--- src/rtl/mips_pkg.sv ---
// Shared opcode and next-PC encodings for the PC/ALU datapath.
// Pure declarations: no latency or flow control of its own.
package mips_pkg;

    typedef enum logic [2:0] {
        ALU_ADD  = 3'b000,
        ALU_SUB  = 3'b001,
        ALU_AND  = 3'b010,
        ALU_OR   = 3'b011,
        ALU_SLT  = 3'b100,
        ALU_SLTU = 3'b101,
        ALU_NOR  = 3'b110,
        ALU_XOR  = 3'b111
    } alu_op_t;

    typedef enum logic [1:0] {
        PC_SRC_PC4    = 2'd0,
        PC_SRC_BRANCH = 2'd1,
        PC_SRC_JUMP   = 2'd2,
        PC_SRC_JR     = 2'd3
    } pc_src_t;

    localparam logic [31:0] RESET_PC = 32'h0000_0000;

    localparam int JUMP_IDX_W = 26;

endpackage

--- src/rtl/pc_alu_unit_add32.sv ---
// Modulo-2^WIDTH adder, combinational; carry-out is dropped on purpose.
// No state, no flow control.
module add32 #(
    parameter int WIDTH = 32
) (
    input  logic [WIDTH-1:0] a_i,
    input  logic [WIDTH-1:0] b_i,
    output logic [WIDTH-1:0] sum_o
);

    assign sum_o = a_i + b_i;

endmodule

--- src/rtl/pc_alu_unit_alu32.sv ---
// Execute-stage ALU with zero flag, combinational (zero-cycle latency).
// No overflow trap; no flow control.
module alu32
    import mips_pkg::*;
#(
    parameter int WIDTH = 32
) (
    input  logic [WIDTH-1:0] a_i,
    input  logic [WIDTH-1:0] b_i,
    input  alu_op_t          op_i,
    output logic [WIDTH-1:0] result_o,
    output logic             zero_o
);

    logic slt_lt;
    logic sltu_lt;

    assign slt_lt  = $signed(a_i) < $signed(b_i);
    assign sltu_lt = a_i < b_i;

    always_comb begin
        result_o = '0;
        unique case (op_i)
            ALU_ADD:  result_o = a_i + b_i;
            ALU_SUB:  result_o = a_i - b_i;
            ALU_AND:  result_o = a_i & b_i;
            ALU_OR:   result_o = a_i | b_i;
            ALU_SLT:  result_o = {{(WIDTH-1){1'b0}}, slt_lt};
            ALU_SLTU: result_o = {{(WIDTH-1){1'b0}}, sltu_lt};
            ALU_NOR:  result_o = ~(a_i | b_i);
            ALU_XOR:  result_o = a_i ^ b_i;
            default:  result_o = '0;
        endcase
    end

    // Flag follows the result for every opcode, including SLT/SLTU.
    assign zero_o = (result_o == '0);

endmodule

--- src/rtl/pc_alu_unit.sv ---
// PC register, PC+4/branch adders, next-PC mux and execute ALU; PC updates one edge after selection.
// pc_load=0 stalls the PC (any pc_src that cycle is dropped); everything else is combinational.
module pc_alu_unit
    import mips_pkg::*;
#(
    parameter int WIDTH = 32
) (
    input  logic                  clk,
    input  logic                  rst,
    input  logic                  pc_load,
    input  logic [1:0]            pc_src,
    input  logic [WIDTH-1:0]      id_pc4,
    input  logic [WIDTH-1:0]      imm_sext,
    input  logic [JUMP_IDX_W-1:0] jump_index,
    input  logic [WIDTH-1:0]      jr_addr,
    input  logic [WIDTH-1:0]      alu_a,
    input  logic [WIDTH-1:0]      alu_b,
    input  logic [2:0]            alu_ctrl,
    output logic [WIDTH-1:0]      pc,
    output logic [WIDTH-1:0]      pc_plus4,
    output logic [WIDTH-1:0]      branch_target,
    output logic [WIDTH-1:0]      alu_result,
    output logic                  alu_zero
);

    localparam logic [WIDTH-1:0] PC_STEP = WIDTH'(4);

    logic [WIDTH-1:0] pc_q;
    logic [WIDTH-1:0] pc_d;
    logic [WIDTH-1:0] imm_shifted;
    logic [WIDTH-1:0] jump_target;
    pc_src_t          pc_sel;

    assign imm_shifted = {imm_sext[WIDTH-3:0], 2'b00};
    // Jump keeps the 256 MB region of the decode instruction's PC+4.
    assign jump_target = {id_pc4[WIDTH-1:JUMP_IDX_W+2], jump_index, 2'b00};
    assign pc_sel      = pc_src_t'(pc_src);

    add32 #(.WIDTH(WIDTH)) u_pc_inc (
        .a_i   (pc_q),
        .b_i   (PC_STEP),
        .sum_o (pc_plus4)
    );

    add32 #(.WIDTH(WIDTH)) u_br_add (
        .a_i   (id_pc4),
        .b_i   (imm_shifted),
        .sum_o (branch_target)
    );

    always_comb begin
        pc_d = pc_plus4;
        unique case (pc_sel)
            PC_SRC_PC4:    pc_d = pc_plus4;
            PC_SRC_BRANCH: pc_d = branch_target;
            PC_SRC_JUMP:   pc_d = jump_target;
            PC_SRC_JR:     pc_d = jr_addr;
            default:       pc_d = pc_plus4;
        endcase
    end

    always_ff @(posedge clk or posedge rst) begin
        if (rst) begin
            pc_q <= WIDTH'(RESET_PC);
        end else if (pc_load) begin
            pc_q <= pc_d;
        end
    end

    assign pc = pc_q;

    alu32 #(.WIDTH(WIDTH)) u_alu (
        .a_i      (alu_a),
        .b_i      (alu_b),
        .op_i     (alu_op_t'(alu_ctrl)),
        .result_o (alu_result),
        .zero_o   (alu_zero)
    );

endmodule

--- config.mk ---
export PLATFORM = sky130hd
export DESIGN_NAME = pc_alu_unit
export DESIGN_NICKNAME = d
export VERILOG_FILES = /design/src/rtl/mips_pkg.sv /design/src/rtl/pc_alu_unit_add32.sv /design/src/rtl/pc_alu_unit_alu32.sv /design/src/rtl/pc_alu_unit.sv
export SDC_FILE = /design/constraint.sdc
export NUM_CORES = 1
export LEC_CHECK = 0
export CORE_MARGIN = 2
export CORE_UTILIZATION = 52
export DETAILED_ROUTE_END_ITERATION = 10
export GPL_TIMING_DRIVEN = 0
export PLACE_DENSITY = 0.89
export SYNTH_ARGS = -nofsm -noshare
export SYNTH_HDL_FRONTEND = slang
export SYNTH_SLANG_ARGS = --single-unit
--- constraint.sdc ---
create_clock -name clk -period 14.7 [get_ports clk]
set_input_delay 2.94 -clock clk [delete_from_list [all_inputs] [get_ports clk]]
set_output_delay 2.94 -clock clk [all_outputs]
set_load 0.005 [all_outputs]
## Word-level counts from Yosys, hierarchy flattened

Cells that the tools add are included.

| cells by class | value |
|---|---|
| multiplexer cells | 2 |
| add/subtract/negate cells | 4 |
| bitwise operators | 4 |
| reductions and logical operators | 3 |
| equality and inequality tests | 10 |
| magnitude comparators | 2 |

Operator list:

| operator | number |
|---|---|
| $pmux 32 s8 | 1 |
| $pmux 32 s4 | 1 |
| $add 32x32->32 | 2 |
| $lt 32x32->1 | 2 |
| $add 32x3->32 const B | 1 |
| $and 32x32->32 | 1 |
| $logic_not 32->1 | 1 |
| $not 32->32 | 1 |
| $or 32x32->32 | 1 |
| $sub 32x32->32 | 1 |
| $xor 32x32->32 | 1 |
| $eq 3x3->1 const B | 4 |
| $eq 3x2->1 const B | 2 |
| $eq 2x2->1 const B | 2 |
| $eq 3x1->1 const B | 1 |
| $logic_not 3->1 | 1 |
| $eq 2x1->1 const B | 1 |
| $logic_not 2->1 | 1 |

| word-level totals | value |
|---|---|
| output and inout port bits | 129 |
| register bits | 32 |

## Depth between registers and ports, before layout

| logic depth | value |
|---|---|
| word-level depth | 4 |
| depth in mapped cells | 16 |
| mapped depth without buffers | 16 |

## Cells and area by module

Synthesis repeated with hierarchy kept, for this count alone.

| unflattened totals | value |
|---|---|
| cells, all modules | 1571 |
| area, all modules | 11534.8 um^2 |

By module, submodules not included:

| module | area each (um^2) | cells an instance | times used |
|---|---|---|---|
| alu32 | 5994.5 | 907 | 1 |
| add32 | 1744.2 | 241 | 2 |
| pc_alu_unit | 2052.0 | 182 | 1 |

## Least setup slack after synthesis

OpenSTA, ideal clock, no wires.

| path | value |
|---|---|
| path type | input port to output port |
| from | in alu_a[0] |
| to | out alu_zero |
| stages | 14 |
| arrival time | 6095 ps |
| slack | 5665 ps |
| buffers on the path | 0 |
| required time | 11760 ps |
| cell sequence | ha_1 fa_1 a21o_1 a21oi_1 mux2i_1 nand4_1 or3_1 or3_1 nor4_2 or4b_1 nor4_2 and4bb_1 nand4b_1 nor4b_2 |

RTL lines:

| element | line | source |
|---|---|---|
| start: declaration | pc_alu_unit.sv:16 | `input logic [WIDTH-1:0] alu_a,` |
| $sub 32x32->32 or $add 32x32->32 (tied branches) | pc_alu_unit_alu32.sv:25, pc_alu_unit_alu32.sv:24 |  |
| $pmux 32 s8 * | pc_alu_unit_alu32.sv:23 | `unique case (op_i)` |
| named net alu_result[4] | pc_alu_unit.sv:22 | `output logic [WIDTH-1:0] alu_result,` |
| $logic_not 32->1 * | pc_alu_unit_alu32.sv:37 | `assign zero_o = (result_o == '0);` |
| end: declaration | pc_alu_unit.sv:23 | `output logic alu_zero` |

Mark *: on every way through the listed nets, which the timed path passes. The rest lies on a longest branch.

## Final worst setup path

| path | value |
|---|---|
| from | in alu_ctrl[0] |
| to | out alu_zero |

| between the ends | value |
|---|---|
| longest elaborated chain between the ends | 3 |

Ends and longest elaborated chain:

| element | line | source |
|---|---|---|
| start: declaration | pc_alu_unit.sv:18 | `input logic [2:0] alu_ctrl,` |
| $eq 3x3->1 (tied with other cells) | pc_alu_unit_alu32.sv:23 |  |
| $pmux 32 s8 * | pc_alu_unit_alu32.sv:23 |  |
| $logic_not 32->1 * | pc_alu_unit_alu32.sv:37 |  |

Mark *: on every way between the ends. The rest lies on a longest branch, timed or not.

==> results.cfg <==
[timing]
fin_crit_sh_pct = 77.7
slew-limit-headroom_pct = 32.1
finalHoldViolCount = 0
skew_ns = 0.0129
setup_tns_ns = 0
setup_violations = 0
finalMaxSlewViolations = 0
tightest_slew_ns = 1.02
post-route-min-period_ns = 11.42
max_freq_ghz = 0.0876
rsz0062_at_grt = false

[global_routing]
grt.overflow.total = 0
grtUsageTotal_pct = 45.1
antenna_found_initial = 4
grt_pass1_wl_mm = 70.5
grt_pass1_vias = 12200
grt_max_degree = 33

[worst_setup_path]
arrival_ns = 8.48
start_kind = primary input
r2r_slack_ns = 11.06
reg2reg_depth = 9
reg2reg_from = pc[5]
slowest_stage = clkbuf_1
crit_type = primary input to output port
required_ns = 11.76
crit_family = buffers and inverters
worst_r2r_endpoint = pc[31]
worstPathMaxFanout = 10
endpoint_kind = output port
critPathBufInv = 7
slowest_delay_ns = 0.68
crit_chain = clkdlybuf4s50_1, buf_2, buf_2, buf_1, clkbuf_1, clkbuf_1, o211ai_1, a32oi_1, o211ai_1, nor4b_1, and4bb_1, nand4b_1, nor4b_2, clkdlybuf4s50_1

[cells_and_area]
utilization_pct = 72.4
drive_gt1_share_pct = 6.82
largest_reg_flops = 32
fillCellCount = 1467
final_nets = 1980
area_delta_synth_final_pct = 37.0

[synthesis]
yosysTopAreaCell = ha_1
ys_warn_count = 0
synth_top_family_by_area = compound AO/OA/AOI/OAI gates
synth_cell_types = 85
synthAdderAreaFrac_pct = 16.6
syn_nets = 1654
synth_enable_flop_cells = 0
ys.flop_type = dfrtp_1
syn_inst = 1331
ys_seq_elements = 32
synth.area.mux_share_pct = 13.1
synthArstFlopShare_pct = 100
synth_seq_area_share_pct = 8.13
synth_xor_area_share_pct = 5.96
synth_area_per_cell_um2 = 7.40
synth_simple_gate_area_share_pct = 19.2
synthesis.area_mm2 = 0.00985
synth_compound_area_share_pct = 28.6
synth.area.top_cells = ha_1 16%, dfrtp_1 8.1%, mux4_2 5.5%, a21oi_1 4.8%, inv_1 4.7%
yosys.area.top_type_share_pct = 16.0

[detailed_routing]
wire_per_inst_um = 24.9
drc = 0
ant_nets = 0
viasPerCell = 6.73
totalWireLength_mm = 47.2
dr.pass1.iters = 6
num_vias = 12700
first_iter_violations = 1511

[placed_design]
routabilityCongestion = 1.04
port_buffers = 319
dp_hpwl_mm = 36.7

[power_and_ir_drop]
ir_drop_mv = 0.0383
p_per_area_mw_per_mm2 = 68.4
power_leakage_nw = 5.72

[die]
ioPinCount = 323
initial_core_util_pct = 52.8
core_area_mm2 = 0.0186
rows = 50
die-area_mm2 = 0.0201
die_height_um = 142
die_w_um = 142

[clock_network]
cts_setup_buffers = 0
cts.sinks = 32
cts_tree = built
cts_buffer_depth = 2
clkLatencyLatePin_ns = 0.30
ctsHoldBuffers = 0
cts-htree-levels = 2
cts_buffers = 5
path_clk_slew_ns = 0.06
cts-resized-gates = 0
cts_root_buffer = clkbuf_16

[flow_run]
maxCapViolations = 0

[hold_path]
worstHoldPathCells = 1
min_path_type = register to register
worstHoldStart = pc[14]
min_to = pc[14]

[status]
outcome = finished clean
final cells by class:
type	count	area [um2]	share of cell area (%)
repair buffers	319	3190	23.7
clock inverters	1	7.51	0.0556
multi-input cells	1092	8220	60.9
diodes	2	5.00	0.0371
flip-flops and latches	32	801	5.94
inverters	126	473	3.51
clock buffers	7	143	1.06
well taps	234	293	2.17
plain buffers	81	358	2.65
report_power, final:
| part | leakage [nW] | internal [mW] | switching [mW] |
|---|---|---|---|
| logic | 5.28 | 0.327 | 0.340 |
| registers | 0.373 | 0.107 | 0.0341 |
| clock network | 0.0701 | 0.0677 | 0.0467 |
layer usage:
layer | part of all wire [%] | track usage, % | wire [um] | vias to the layer above
li1 | - | - | - | 5545
met1 | 37 | 54.7 | 17200 | 5877
met2 | 43 | 70.0 | 20400 | 1028
met3 | 12 | 12.7 | 5820 | 296
met4 | 8.0 | 29.4 | 3800 | 0
met5 | 0 | 0 | 0 | -
logic make-up (layout without fill, tap and decap cells):
| logic type | count (synthesis) | after routing |
|---|---|---|
| other | 0 | 2 |
| AOI/OAI and AO/OA | 415 | 415 |
| muxes | 95 | 95 |
| xor gates and xnor gates | 67 | 67 |
| adders and majority gates | 129 | 129 |
| and+or+nand+nor | 386 | 386 |
| DFF | 32 | 32 |
| buffers and inverters | 207 | 534 |
through the flow:
stage                     hold WS (ns)  setup WS, ns  cell area (um2)  power [mW]  instances
after global placement           0.573          3.55            13300       0.765       1884
final                            0.586          3.28            13500       0.923       1894
after CTS                        0.588          3.56            13500       0.893       1892
after floorplan                  0.494          5.66             9850       0.451       1331
after global routing             0.609          3.30            13500       0.961       1894
after detailed placement         0.571          3.58            13300       0.772       1884
worst reg2reg max path, cell delays in order (launching register included):
cell and delay (ns):
dfrtp_1 0.45, and4_1 0.33, nand4_1 0.31, nor2_1 0.52, nand2_1 0.29, nor2_1 0.49
nand3_1 0.16, xnor2_1 0.20, mux4_2 0.49, mux2_2 0.28
cell usage after synthesis, types with 5 or more instances:
library cell,instances
xnor2_1,50
nor4_1,11
or3_1,11
and4_1,5
o21a_1,10
inv_1,124
a31o_2,5
buf_2,16
nor3b_1,5
o22ai_1,13
mux2_2,29
nand2b_1,16
o21bai_1,10
a31oi_1,21
a221o_1,7
o211ai_1,26
nor2b_1,15
buf_4,5
buf_1,9
nor3_1,30
nand4_1,12
and2_1,8
ha_1,126
o31a_1,6
xor2_1,17
mux2i_1,42
a21o_1,24
a21oi_1,94
nand3_1,41
clkbuf_1,49
a211oi_1,20
dfrtp_1,32
o31ai_1,10
o41ai_1,6
mux4_2,24
nor2_1,110
or2_2,5
a221oi_1,9
o21ai_0,74
and3_1,10
nand2_1,93
o21ai_1,14
worst max path at each step:
stage | startpoint | end | slack (ns) | cells after the start
after detailed placement | alu_ctrl[0] | alu_zero | 3.58 | 14
after CTS | alu_ctrl[0] | alu_zero | 3.56 | 14
final | alu_ctrl[0] | alu_zero | 3.28 | 14
after global placement | alu_ctrl[0] | alu_zero | 3.55 | 14
after floorplan | alu_a[0] | alu_zero | 5.66 | 14
after global routing | alu_ctrl[0] | alu_zero | 3.30 | 14
placed cells by master (no fill, tap or decap), types with 26 or more instances in the layout:
master	count
clkdlybuf4s50_1	319
ha_1	126
inv_1	123
nor2_1	110
a21oi_1	94
nand2_1	93
o21ai_0	74
xnor2_1	50
clkbuf_1	50
mux2i_1	42
nand3_1	41
dfrtp_1	32
nor3_1	30
mux2_2	29
o211ai_1	26
No activity file was read; power rests on OpenSTA's default activity.
